[config.mk]
export PLATFORM = sky130hd
export DESIGN_NAME = sysid_info_regs
export DESIGN_NICKNAME = d
export VERILOG_FILES = /design/src/rtl/sysid_info_regs.sv
export SDC_FILE = /design/constraint.sdc
export NUM_CORES = 1
export LEC_CHECK = 0
export CORE_MARGIN = 1.5
export CORE_UTILIZATION = 30
export DETAILED_ROUTE_END_ITERATION = 10
export SLEW_MARGIN = 25
export SYNTH_ARGS = -nofsm -noshare
export SYNTH_HDL_FRONTEND = slang
export SYNTH_SLANG_ARGS = --single-unit
[constraint.sdc]
create_clock -name clock -period 3.4 [get_ports clock]
set_clock_uncertainty 0.15 [all_clocks]
set_input_delay 0.51 -clock clock [delete_from_list [all_inputs] [get_ports clock]]
set_output_delay 0.51 -clock clock [all_outputs]
set_load 0.005 [all_outputs]
[src/rtl/sysid_info_regs.sv]
// System identity and uptime register slave for the lightweight HPS bridge.
// Word map: 0 ID, 1 build timestamp, 2 uptime low (latches high half),
// 3 latched uptime high, 4 scratch, 5 control/status, 6-7 reserved (read 0).
// Bus handshake: a read strobe sampled on a clock edge produces readdata and
// readdatavalid from that same edge, so both are seen one cycle after the
// request. There is no waitrequest. Writes land on the sampling edge. A read
// and a write in the same cycle service the read and discard the write.
// PRESCALE must lie in 1..65535 and CNT_W must lie in 33..64.
module sysid_info_regs #(
    parameter logic [31:0] SYSTEM_ID       = 32'h0000_0391,
    parameter logic [31:0] BUILD_TIMESTAMP = 32'd1616605598,
    parameter int unsigned PRESCALE        = 50,
    parameter int unsigned CNT_W           = 64
) (
    input  logic        clock,
    input  logic        reset_n,
    input  logic [2:0]  address,
    input  logic        read,
    input  logic        write,
    input  logic [31:0] writedata,
    input  logic [3:0]  byteenable,
    output logic [31:0] readdata,
    output logic        readdatavalid
);

    localparam int unsigned PS_W = (PRESCALE > 1) ? $clog2(PRESCALE) : 1;
    localparam int unsigned HI_W = CNT_W - 32;
    localparam logic [PS_W-1:0] PS_LAST = PS_W'(PRESCALE - 1);

    localparam logic [2:0] ADDR_ID      = 3'd0;
    localparam logic [2:0] ADDR_TSTAMP  = 3'd1;
    localparam logic [2:0] ADDR_LO      = 3'd2;
    localparam logic [2:0] ADDR_HI      = 3'd3;
    localparam logic [2:0] ADDR_SCRATCH = 3'd4;
    localparam logic [2:0] ADDR_CTRL    = 3'd5;

    logic [31:0]      readdata_q, readdata_d;
    logic             readdatavalid_q, readdatavalid_d;
    logic [31:0]      scratch_q, scratch_d;
    logic [CNT_W-1:0] uptime_q, uptime_d;
    logic [HI_W-1:0]  snapshot_q, snapshot_d;
    logic [PS_W-1:0]  prescaler_q, prescaler_d;
    logic             ovf_q, ovf_d;
    logic             enable_q, enable_d;

    logic             wr_en;
    logic             ctrl_wr;
    logic             scratch_wr;
    logic             clear;
    logic             tick;
    logic             wrap;
    logic             snap_ld;
    logic [31:0]      rd_mux;

    // Decode strobes; a coincident read wins and the write is dropped.
    always_comb begin
        wr_en      = write & ~read;
        ctrl_wr    = wr_en & (address == ADDR_CTRL);
        scratch_wr = wr_en & (address == ADDR_SCRATCH);
        clear      = ctrl_wr & writedata[1];
        tick       = enable_q & (prescaler_q == PS_LAST);
        // Clear suppresses the increment, so it also suppresses the wrap.
        wrap       = tick & ~clear & (&uptime_q);
        snap_ld    = read & (address == ADDR_LO);
    end

    // Read data mux; unused bits and reserved words read as zero.
    always_comb begin
        rd_mux = '0;
        case (address)
            ADDR_ID:      rd_mux = SYSTEM_ID;
            ADDR_TSTAMP:  rd_mux = BUILD_TIMESTAMP;
            ADDR_LO:      rd_mux = uptime_q[31:0];
            ADDR_HI:      rd_mux[HI_W-1:0] = snapshot_q;
            ADDR_SCRATCH: rd_mux = scratch_q;
            ADDR_CTRL: begin
                rd_mux[0] = enable_q;
                rd_mux[8] = ovf_q;
            end
            default:      rd_mux = '0;
        endcase
    end

    // Next-state logic for the counter, control bits, scratch and read port.
    always_comb begin
        prescaler_d     = prescaler_q;
        uptime_d        = uptime_q;
        ovf_d           = ovf_q;
        enable_d        = enable_q;
        scratch_d       = scratch_q;
        snapshot_d      = snapshot_q;
        readdatavalid_d = read;
        readdata_d      = readdata_q;

        if (clear) begin
            prescaler_d = '0;
            uptime_d    = '0;
        end else if (enable_q) begin
            if (tick) begin
                prescaler_d = '0;
                uptime_d    = uptime_q + CNT_W'(1);
            end else begin
                prescaler_d = prescaler_q + PS_W'(1);
            end
        end

        // Overflow set takes priority over a same-edge write-1-to-clear.
        if (wrap) begin
            ovf_d = 1'b1;
        end else if (ctrl_wr & writedata[8]) begin
            ovf_d = 1'b0;
        end

        if (ctrl_wr) begin
            enable_d = writedata[0];
        end

        for (int i = 0; i < 4; i++) begin
            if (scratch_wr & byteenable[i]) begin
                scratch_d[8*i +: 8] = writedata[8*i +: 8];
            end
        end

        // The low-word read captures the pre-increment high half, keeping the pair coherent.
        if (snap_ld) begin
            snapshot_d = uptime_q[CNT_W-1:32];
        end

        if (read) begin
            readdata_d = rd_mux;
        end
    end

    // State registers with asynchronous active-low reset.
    always_ff @(posedge clock or negedge reset_n) begin
        if (!reset_n) begin
            readdata_q      <= '0;
            readdatavalid_q <= 1'b0;
            scratch_q       <= '0;
            uptime_q        <= '0;
            snapshot_q      <= '0;
            prescaler_q     <= '0;
            ovf_q           <= 1'b0;
            enable_q        <= 1'b1;
        end else begin
            readdata_q      <= readdata_d;
            readdatavalid_q <= readdatavalid_d;
            scratch_q       <= scratch_d;
            uptime_q        <= uptime_d;
            snapshot_q      <= snapshot_d;
            prescaler_q     <= prescaler_d;
            ovf_q           <= ovf_d;
            enable_q        <= enable_d;
        end
    end

    assign readdata      = readdata_q;
    assign readdatavalid = readdatavalid_q;

endmodule

==> results.sh, run 1 <==
export IMPL_synthDominantCellAreaShare_pct=51.4
export IMPL_cts_buffers_inserted=17
export IMPL_tritoncts="done"
export IMPL_timing_critical_path_arrival_ns=3.19
export IMPL_multiInputGateArea_sq_um=3630
export IMPL_worst_ir_drop_vdd_uv=337
export IMPL_route_antenna_remaining_nets=0
export IMPL_path_delay_family="simple AND/OR/NAND/NOR gates"
export IMPL_async_reset_ff_share_pct=100
export IMPL_ctsLongestPathBuffers=2
export IMPL_ff2ff_path_depth=5
export IMPL_die_h_um=168
export IMPL_hold_viol_final=0
export IMPL_timing_setup_critical_path_class="reg2reg"
export IMPL_antenna_violations_before_repair=0
export IMPL_globalRouteMet2Util_pct=24.7
export IMPL_rsz_0062_raised_after_global_routing="no"
export IMPL_drt_total_wl_um=21800
export IMPL_synth_net_count=844
export IMPL_worst_hold_path_cell_count=1
export IMPL_timing_slew_headroom_pct=55.4
export IMPL_cellPowerDensity_nw_per_um2=613
export IMPL_design_core_area_sq_um=26900
export IMPL_worst_path_largest_cell_delay_ns=0.69
export IMPL_power_switching_mw=1.88
export IMPL_groute_layer_met3_usage_pct=2.91
export IMPL_synth_edf_count=0
export IMPL_synthesis_area_sq_um=8170
export IMPL_cts_repair_resize_count=0
export IMPL_die_x_um=168
export IMPL_comb_power_share_pct=18.1
export IMPL_synth_seq_area_share_pct=51.8
export IMPL_yosys_cell_types_count=43
export IMPL_routabilityCongestion=0.881
export IMPL_worst_slew_pin_slew_ns=0.669
export IMPL_preCtsSetupSlack_ns=0.404
export IMPL_ctsHtreeMaxLevel=4
export IMPL_globalRoute_busiestLayer="met2"
export IMPL_cts_num_sinks=169
export IMPL_global_route_overflow_total=0
export IMPL_worst_setup_path_end_kind="flop"
export IMPL_synth_largest_area_cell="sky130_fd_sc_hd__dfrtp_1"
export IMPL_wire_per_inst_um=17.7
export IMPL_yosys_top_cells_area="sky130_fd_sc_hd__dfrtp_1, sky130_fd_sc_hd__mux2_2, sky130_fd_sc_hd__a21oi_1"
export IMPL_layout_cell_share_with_drive_strength_beyond_1_pct=15.8
export IMPL_timing_final_ws_setup_ns=0.387
export IMPL_seq_area_sq_um=4230
export IMPL_clk_latency_ns=0.43
export IMPL_grt_first_pass_wirelength_um=35000
export IMPL_r2r_end="uptime_q[60]"
export IMPL_finalWorstPathRequiredPeriod_ns=3.01
export IMPL_worstPathBufferInverterCount=0
export IMPL_status="complete, no violations"
export IMPL_worstPathRequired_ns=3.57
export IMPL_num_antenna_cells=0
export IMPL_io_pins=76
export IMPL_reg2reg_from="enable_q"
export IMPL_internal_power_mw=4.28
export IMPL_startpoint_type="flop"
export IMPL_detailedPlacementHpwl_um=15500
export IMPL_finish_net_count=924
export IMPL_hold_path_class="reg2reg"
export IMPL_worst_hold_path_ep="readdata[0]"
export IMPL_crit_slowest_cell="sky130_fd_sc_hd__or4_1"
export IMPL_initial_core_util_pct=30.4
export IMPL_post_synth_inst_count=798
export IMPL_finalSetupViolCount=0
export IMPL_pwr_share_clk_pct=33.6
export IMPL_first_pass_iters=5
export IMPL_cts_root_buffer="sky130_fd_sc_hd__clkbuf_16"
export IMPL_avgSynthCellArea_sq_um=10.2
export IMPL_syn_to_final_growth_pct=22.9
export IMPL_clk_pin_slew_ns=0.07
export IMPL_critical_path_peak_fanout=12
export IMPL_hold_path_startpoint="readdata[0]"
export IMPL_path_cells="nand4bb_1, or4_1, or4b_4, nor4_1, mux2_2"
export IMPL_yosys_register_bits=169
export IMPL_slew_viol_final=0
export IMPL_dominantRegCellSynth="sky130_fd_sc_hd__dfrtp_1"
export IMPL_filler_cell_count=2652
export IMPL_setup_tns_ns=0
export IMPL_yosysWarningCount=0
export IMPL_rrSetupSlack_ns=0.39
export IMPL_switching_share_pct=30.5
export IMPL_power_frac_seq_pct=48.3
export IMPL_leak_pwr_nw=3.96
export IMPL_placementRows=60
export IMPL_cap_violations=0
export IMPL_drcViolationCount=0
export IMPL_groute_layer_met1_usage_pct=23.1
export IMPL_count_of_port_buffers_added_during_placement=75
export IMPL_final_min_period_over_clock_period_pct=88.6
export IMPL_synth_common_cells="sky130_fd_sc_hd__dfrtp_1, sky130_fd_sc_hd__a21oi_1, sky130_fd_sc_hd__mux2_2, sky130_fd_sc_hd__nor2_1, sky130_fd_sc_hd__nand2_1"
export IMPL_most_frequently_used_cell_type_in_the_post_synthesis_netlist="sky130_fd_sc_hd__dfrtp_1"
export IMPL_viasPerCell=5.27
export IMPL_dr_first_iter_drc_count=430
export IMPL_num_vias=6484
export IMPL_groute_usage_overall_pct=15.9
export IMPL_total_power_consumption_mw=6.16
export IMPL_grt_start_max_net_pins=70
export IMPL_grt_pass1_vias=6180
export IMPL_die_area_sq_um=28200
export IMPL_timing_fmax_ghz=0.332
sequential cells by signal, summed over array words and instances, names as in the netlist:
name	flops
scratch_q	32
uptime_q	64
readdata	32
prescaler_q	6
ovf_q	1
readdatavalid	1
enable_q	1
snapshot_q	32
power groups by stage:
| stage | registers [mW] | logic, mW | clock network [mW] |
|---|---|---|---|
| 2_1_floorplan | 2.82 | 0.772 | 0 |
| 3_3_place_gp | 2.99 | 1.09 | 0 |
| 3_5_place_dp | 3.01 | 1.11 | 0 |
| 4_1_cts | 2.97 | 1.12 | 2.09 |
| 5_1_grt | 3.05 | 1.25 | 2.19 |
| 6_report | 2.98 | 1.11 | 2.07 |
through the flow:
stage	util (%)	hold slack, ns	std cells	area (sq um)
floorplan	-	0.0644	798	8170
global placement	35.0	0.330	1199	9410
detailed placement	35.0	0.332	1199	9410
CTS	37.4	0.347	1231	10000
global route	37.4	0.369	1231	10000
finish	37.4	0.345	1231	10000
metal layers:
layer	vias up	wire, um
li1	3067	-
met1	3275	10600
met2	127	10200
met3	15	755
met4	0	206
met5	-	0
worst reg2reg max path: cells and delay by family, from the launching register on:
family,cells,cell delay [ns]
flip-flops,1,0.63
multiplexers,1,0.37
AND/OR/NAND/NOR,4,1.76
logic make-up (layout without fill, tap and decap cells):
logic type / after synthesis / count (layout) / share of synthesized area [%]
AOI/OAI and AO/OA: 169 / 169 / 12.3
xor gates and xnor gates: 29 / 29 / 3.11
adders and majority gates: 3 / 3 / 0.459
buffers and inverters: 84 / 176 / 4.00
DFF: 169 / 169 / 51.8
muxes: 89 / 89 / 11.9
and+or+nand+nor: 255 / 255 / 16.4
layout make-up:
| class | instances | area share (%) |
|---|---|---|
| Clock buffer | 18 | 4.37 |
| Clock inverter | 13 | 1.82 |
| Inverter | 41 | 1.53 |
| Multi-Input combinational cell | 545 | 36.2 |
| Sequential cell | 169 | 42.1 |
| Tap cell | 341 | 4.25 |
| Timing Repair Buffer | 104 | 9.75 |
placed cells by master, fill, tap and decap left out, drive strengths merged, types with 19 or more instances in the layout:
master,n
a21oi,70
buf,30
clkdlybuf4s50,73
dfrtp,168
inv,47
mux2,68
mux2i,21
nand2,47
nand3,24
nand4,19
nor2,60
o21ai,28
o22ai,30
or3,25
worst max-delay path by stage:
stage | startpoint | to | depth (start not counted)
final | enable_q | uptime_q[60] | 5
after global routing | enable_q | uptime_q[60] | 5
after CTS | enable_q | uptime_q[60] | 5
after detailed placement | enable_q | uptime_q[60] | 5
after global placement | enable_q | uptime_q[60] | 5
after floorplan | prescaler_q[1] | uptime_q[44] | 10
what timing repair did:
| action | CTS | global route |
|---|---|---|
| hold endpoints to repair | 66 | 0 |
| setup buffers | 0 | 0 |
| hold buffers | 1 | 0 |
No activity file was read; power rests on OpenSTA's default activity.
==> run 2: changes to the inputs <==
RECOVER_POWER = 100   (was default)
==> results.sh, run 2 (synthesis gave the netlist of run 1 again) <==
export IMPL_status="finished, violations left"
export IMPL_violations="max-capacitance violations, max-slew violations"
export IMPL_finish_net_count=924
export IMPL_count_of_port_buffers_added_during_placement=75
export IMPL_viasPerCell=5.29
export IMPL_timing_critical_path_arrival_ns=3.22
export IMPL_worstPathRequired_ns=3.54
export IMPL_cellPowerDensity_nw_per_um2=615
export IMPL_multiInputGateArea_sq_um=3630
export IMPL_cap_violations=3
export IMPL_tritoncts="done"
export IMPL_max_flop_register="uptime_q"
export IMPL_clk_latency_ns=0.43
export IMPL_clk_pin_slew_ns=0.06
export IMPL_setup_tns_ns=0
export IMPL_timing_fmax_ghz=0.325
export IMPL_hold_path_startpoint="readdata[0]"
export IMPL_final_cell_count_no_fill=1231
export IMPL_dr_first_iter_drc_count=469
export IMPL_groute_layer_met3_usage_pct=2.91
export IMPL_dpl_instance_area_sq_um=9410
export IMPL_worst_slew_pin_slew_ns=1.92
export IMPL_timing_slew_headroom_pct=-27.7
export IMPL_leak_pwr_nw=4.00
export IMPL_routabilityCongestion=0.881
export IMPL_startpoint_type="input port"
export IMPL_antenna_violations_before_repair=0
export IMPL_flip_flop_count_of_the_largest_register_after_layout=64
export IMPL_grt_start_max_net_pins=70
export IMPL_initial_core_util_pct=30.4
export IMPL_cts_repair_resize_count=0
export IMPL_syn_to_final_growth_pct=22.2
export IMPL_final_min_period_over_clock_period_pct=90.5
export IMPL_num_vias=6511
export IMPL_ctsHtreeMaxLevel=4
export IMPL_slew_viol_final=133
export IMPL_placementRows=60
export IMPL_total_power_consumption_mw=6.14
export IMPL_r2r_end="uptime_q[60]"
export IMPL_num_antenna_cells=0
export IMPL_die_h_um=168
export IMPL_worst_hold_path_ep="readdata[0]"
export IMPL_ctsLongestPathBuffers=2
export IMPL_reg2reg_from="enable_q"
export IMPL_timing_setup_critical_path_class="in2reg"
export IMPL_finalSetupViolCount=0
export IMPL_first_pass_iters=7
export IMPL_filler_cell_count=2661
export IMPL_worst_setup_path_end_kind="flop"
export IMPL_seq_area_sq_um=4230
export IMPL_hold_path_class="reg2reg"
export IMPL_grt_first_pass_wirelength_um=35000
export IMPL_grt_pass1_vias=6180
export IMPL_cts_num_sinks=169
export IMPL_route_antenna_remaining_nets=0
export IMPL_hold_viol_final=0
export IMPL_placedCellCount=1199
export IMPL_rrSetupSlack_ns=0.37
export IMPL_die_area_sq_um=28200
export IMPL_io_pins=76
export IMPL_global_route_overflow_total=0
export IMPL_final_cell_mix="sky130_fd_sc_hd__dfrtp_1, sky130_fd_sc_hd__a21oi_1, sky130_fd_sc_hd__mux2_2"
export IMPL_layout_cell_share_with_drive_strength_beyond_1_pct=14.9
export IMPL_worst_hold_path_cell_count=1
export IMPL_drcViolationCount=0
export IMPL_worst_ir_drop_vdd_uv=335
export IMPL_globalRouteMet2Util_pct=24.7
export IMPL_finalWorstPathRequiredPeriod_ns=3.08
export IMPL_die_x_um=168
export IMPL_post_route_design_area_sq_um=9990
export IMPL_critical_path_peak_fanout=19
export IMPL_wire_per_inst_um=17.7
export IMPL_rsz_0062_raised_after_global_routing="no"
export IMPL_final_common_cell="sky130_fd_sc_hd__dfrtp_1"
export IMPL_detailedPlacementHpwl_um=15500
export IMPL_cts_buffers_inserted=17
export IMPL_drt_total_wl_um=21800
export IMPL_groute_layer_met1_usage_pct=23.1
export IMPL_groute_usage_overall_pct=15.9
export IMPL_globalRoute_busiestLayer="met2"
export IMPL_ff2ff_path_depth=5
export IMPL_cts_root_buffer="sky130_fd_sc_hd__clkbuf_16"
export IMPL_design_core_area_sq_um=26900
[run 2: changes by cell type in the layout (fill, tap and decap cells not counted)]
| cell | delta |
|---|---|
| sky130_fd_sc_hd__clkbuf_2 | +8 |
| sky130_fd_sc_hd__and2_2 | -1 |
| sky130_fd_sc_hd__buf_6 | -1 |
| sky130_fd_sc_hd__and2_0 | +1 |
| sky130_fd_sc_hd__dlygate4sd3_1 | +33 |
| sky130_fd_sc_hd__buf_4 | -14 |
| sky130_fd_sc_hd__clkdlybuf4s50_1 | -33 |
| sky130_fd_sc_hd__clkbuf_1 | +7 |
[run 2: timing repair]
item                      CTS  global route
setup buffers               0             0
hold endpoints to repair   66             0
hold buffers                1             0
[run 2: cell type report]
cell class | count | area share, %
clock buffers | 18 | 4.40
clock inverters | 13 | 1.83
inverters | 41 | 1.54
multi-input cells | 545 | 36.3
flip-flops and latches | 169 | 42.3
well taps | 341 | 4.27
repair buffers | 104 | 9.30
[run 2: routing by layer]
layer,wire (um),vias to the layer above
li1,-,3066
met1,10600,3292
met2,10300,130
met3,742,23
met4,227,0
met5,0,-
[run 2: report_power, final]
group	internal (mW)	leakage, nW	total [mW]	switching (mW)
clock	1.20	0.299	2.07	0.876
combinational	0.586	1.62	1.09	0.507
sequential	2.48	2.08	2.98	0.496
total	4.26	4.00	6.14	1.88
[run 2: critical path: stages]
cell and delay [ns]:
sky130_fd_sc_hd__clkdlybuf4s50_1 0.46, sky130_fd_sc_hd__clkbuf_1 0.29, sky130_fd_sc_hd__nor3b_1 0.37, sky130_fd_sc_hd__and2_0 0.94, sky130_fd_sc_hd__clkbuf_2 0.53, sky130_fd_sc_hd__nor2_1 0.10
[run 2: worst max path at each step]
stage,startpoint,end,cells past startpoint
2_1_floorplan,prescaler_q[1],uptime_q[44],10
5_1_grt,address[1],uptime_q[57],6
3_3_place_gp,enable_q,uptime_q[60],5
6_report,address[1],prescaler_q[4],6
3_5_place_dp,enable_q,uptime_q[60],5
4_1_cts,enable_q,uptime_q[60],5
[run 2: metrics by stage]
step	hold WS (ns)	setup WS [ns]	util [%]
after floorplan	0.0644	0.591	-
after global placement	0.330	0.463	35.0
after detailed placement	0.332	0.404	35.0
after CTS	0.347	0.405	37.4
after global routing	0.369	0.177	37.2
final	0.340	0.323	37.2
==> run 3: changes to the inputs <==
clock period = 3.95 ns   (was 3.4 ns; I/O delays follow)
==> results.sh, run 3 (synthesis gave the netlist of run 1 again) <==
export IMPL_status="finished, violations left"
export IMPL_design_core_area_sq_um=26900
export IMPL_finish_net_count=916
export IMPL_ctsLongestPathBuffers=2
export IMPL_clk_latency_ns=0.43
export IMPL_count_of_port_buffers_added_during_placement=75
export IMPL_cts_root_buffer="sky130_fd_sc_hd__clkbuf_16"
export IMPL_die_area_sq_um=28200
export IMPL_grt_first_pass_wirelength_um=34900
export IMPL_flip_flop_count_of_the_largest_register_after_layout=64
export IMPL_cts_hold_fix_buffers=0
export IMPL_ctsHtreeMaxLevel=4
export IMPL_path_cells="dlygate4sd3_1, nor3b_1, clkbuf_1, and2_0, clkbuf_2, nor2_1"
export IMPL_route_antenna_remaining_nets=0
export IMPL_routabilityCongestion=0.868
export IMPL_hold_viol_final=0
export IMPL_final_common_cell="sky130_fd_sc_hd__dfrtp_1"
export IMPL_cts_num_sinks=169
export IMPL_worst_ir_drop_vdd_uv=269
export IMPL_met3_length_um=757
export IMPL_cts_repair_resize_count=0
export IMPL_initial_core_util_pct=30.4
export IMPL_timing_slew_headroom_pct=-60.4
export IMPL_timing_final_ws_setup_ns=0.581
export IMPL_preCtsSetupSlack_ns=0.881
export IMPL_wire_per_inst_um=17.5
export IMPL_finalSetupViolCount=0
export IMPL_worst_slew_pin_slew_ns=2.41
export IMPL_worstPathRequired_ns=4.09
export IMPL_leak_pwr_nw=3.95
export IMPL_slew_viol_final=133
export IMPL_final_min_period_over_clock_period_pct=85.3
export IMPL_post_cts_setup_buffer_count=0
export IMPL_timing_setup_critical_path_class="in2reg"
export IMPL_grt_start_max_net_pins=96
export IMPL_timing_critical_path_arrival_ns=3.51
export IMPL_die_h_um=168
export IMPL_drcViolationCount=0
export IMPL_viasPerCell=5.24
export IMPL_startpoint_type="input port"
export IMPL_crit_slowest_cell="sky130_fd_sc_hd__and2_0"
export IMPL_antenna_violations_before_repair=0
export IMPL_setup_tns_ns=0
export IMPL_max_flop_register="uptime_q"
export IMPL_tritoncts="done"
export IMPL_post_route_design_area_sq_um=9890
export IMPL_hold_path_class="reg2reg"
export IMPL_io_pins=76
export IMPL_critical_path_peak_fanout=22
export IMPL_cts_buffers_inserted=17
export IMPL_final_core_utilization_pct=36.8
export IMPL_cellPowerDensity_nw_per_um2=512
export IMPL_num_antenna_cells=0
export IMPL_first_pass_iters=5
export IMPL_syn_to_final_growth_pct=21.0
export IMPL_rsz_0062_raised_after_global_routing="no"
export IMPL_finalWorstPathRequiredPeriod_ns=3.37
export IMPL_fin_hold_ws_ns=0.337
export IMPL_wl_met1_um=10400
export IMPL_detailedPlacementHpwl_um=15300
export IMPL_worst_path_largest_cell_delay_ns=0.96
export IMPL_die_x_um=168
export IMPL_clk_pin_slew_ns=0.06
export IMPL_global_route_overflow_total=0
export IMPL_worst_setup_path_end_kind="flop"
export IMPL_num_vias=6414
export IMPL_final_cell_mix="sky130_fd_sc_hd__dfrtp_1, sky130_fd_sc_hd__a21oi_1, sky130_fd_sc_hd__mux2_2"
export IMPL_drt_total_wl_um=21500
export IMPL_dr_first_iter_drc_count=383
export IMPL_worstPathBufferInverterCount=3
export IMPL_cap_violations=2
export IMPL_timing_fmax_ghz=0.297
export IMPL_grt_pass1_vias=6268
export IMPL_met2WireLength_um=9920
export IMPL_violations="max-capacitance violations, max-slew violations"
export IMPL_layout_cell_share_with_drive_strength_beyond_1_pct=14.5
export IMPL_placementRows=60
export IMPL_groute_usage_overall_pct=15.8
export IMPL_dpl_instance_area_sq_um=9370
export IMPL_highest_layer="met4"
export IMPL_path_delay_family="buffers and inverters"
export IMPL_filler_cell_count=2665
==> run 3: cell types whose count changed in the layout (fill, tap and decap cells not counted), sizes merged <==
cell,delta
clkinvlp,+1
clkbuf,-6
clkinv,+6
clkdlybuf4s50,-1
inv,-5
bufinv,-3
buf,+1
==> run 3: path summary, 6_finish.rpt <==
| path | from | to | slack [ns] | cells past startpoint |
|---|---|---|---|---|
| setup / recovery | address[1] | uptime_q[23] | 0.58 | 6 |
| hold / removal | readdata[0] | readdata[0] | 0.34 | 1 |
| setup reg to reg | enable_q | uptime_q[60] | 0.62 | 6 |
| hold reg to reg | readdata[0] | readdata[0] | 0.34 | 1 |
| max in group asynchronous | reset_n | snapshot_q[1] | 1.25 | 2 |
| min in group asynchronous | reset_n | uptime_q[55] | 0.73 | 1 |
==> run 3: metal layers <==
metal	vias up	global-route usage [%]
li1	3049	-
met1	3188	22.3
met2	149	24.6
met3	28	2.91
met4	0	4.70
met5	-	0
==> run 3: power by group <==
group          internal, mW  total (mW)  switching (mW)  leakage [nW]
sequential             2.14        2.57           0.436          2.08
clock                 0.859        1.57           0.708         0.269
combinational         0.499       0.928           0.429          1.60
==> run 3: per-stage QoR <==
step | std cells | total power [mW]
final | 1224 | 5.07
after global routing | 1224 | 5.37
after CTS | 1224 | 5.13
after detailed placement | 1192 | 3.55
after global placement | 1192 | 3.51
after floorplan | 798 | 3.09
==> run 3: area by class of cell <==
type                    count  area (sq um)  area share (%)
clock buffers              20           467            4.72
clock inverters            12          93.8           0.948
inverters                  41           154            1.56
multi-input cells         545          3620            36.6
flip-flops and latches    169          4230            42.8
well taps                 341           427            4.31
repair buffers             96           905            9.14
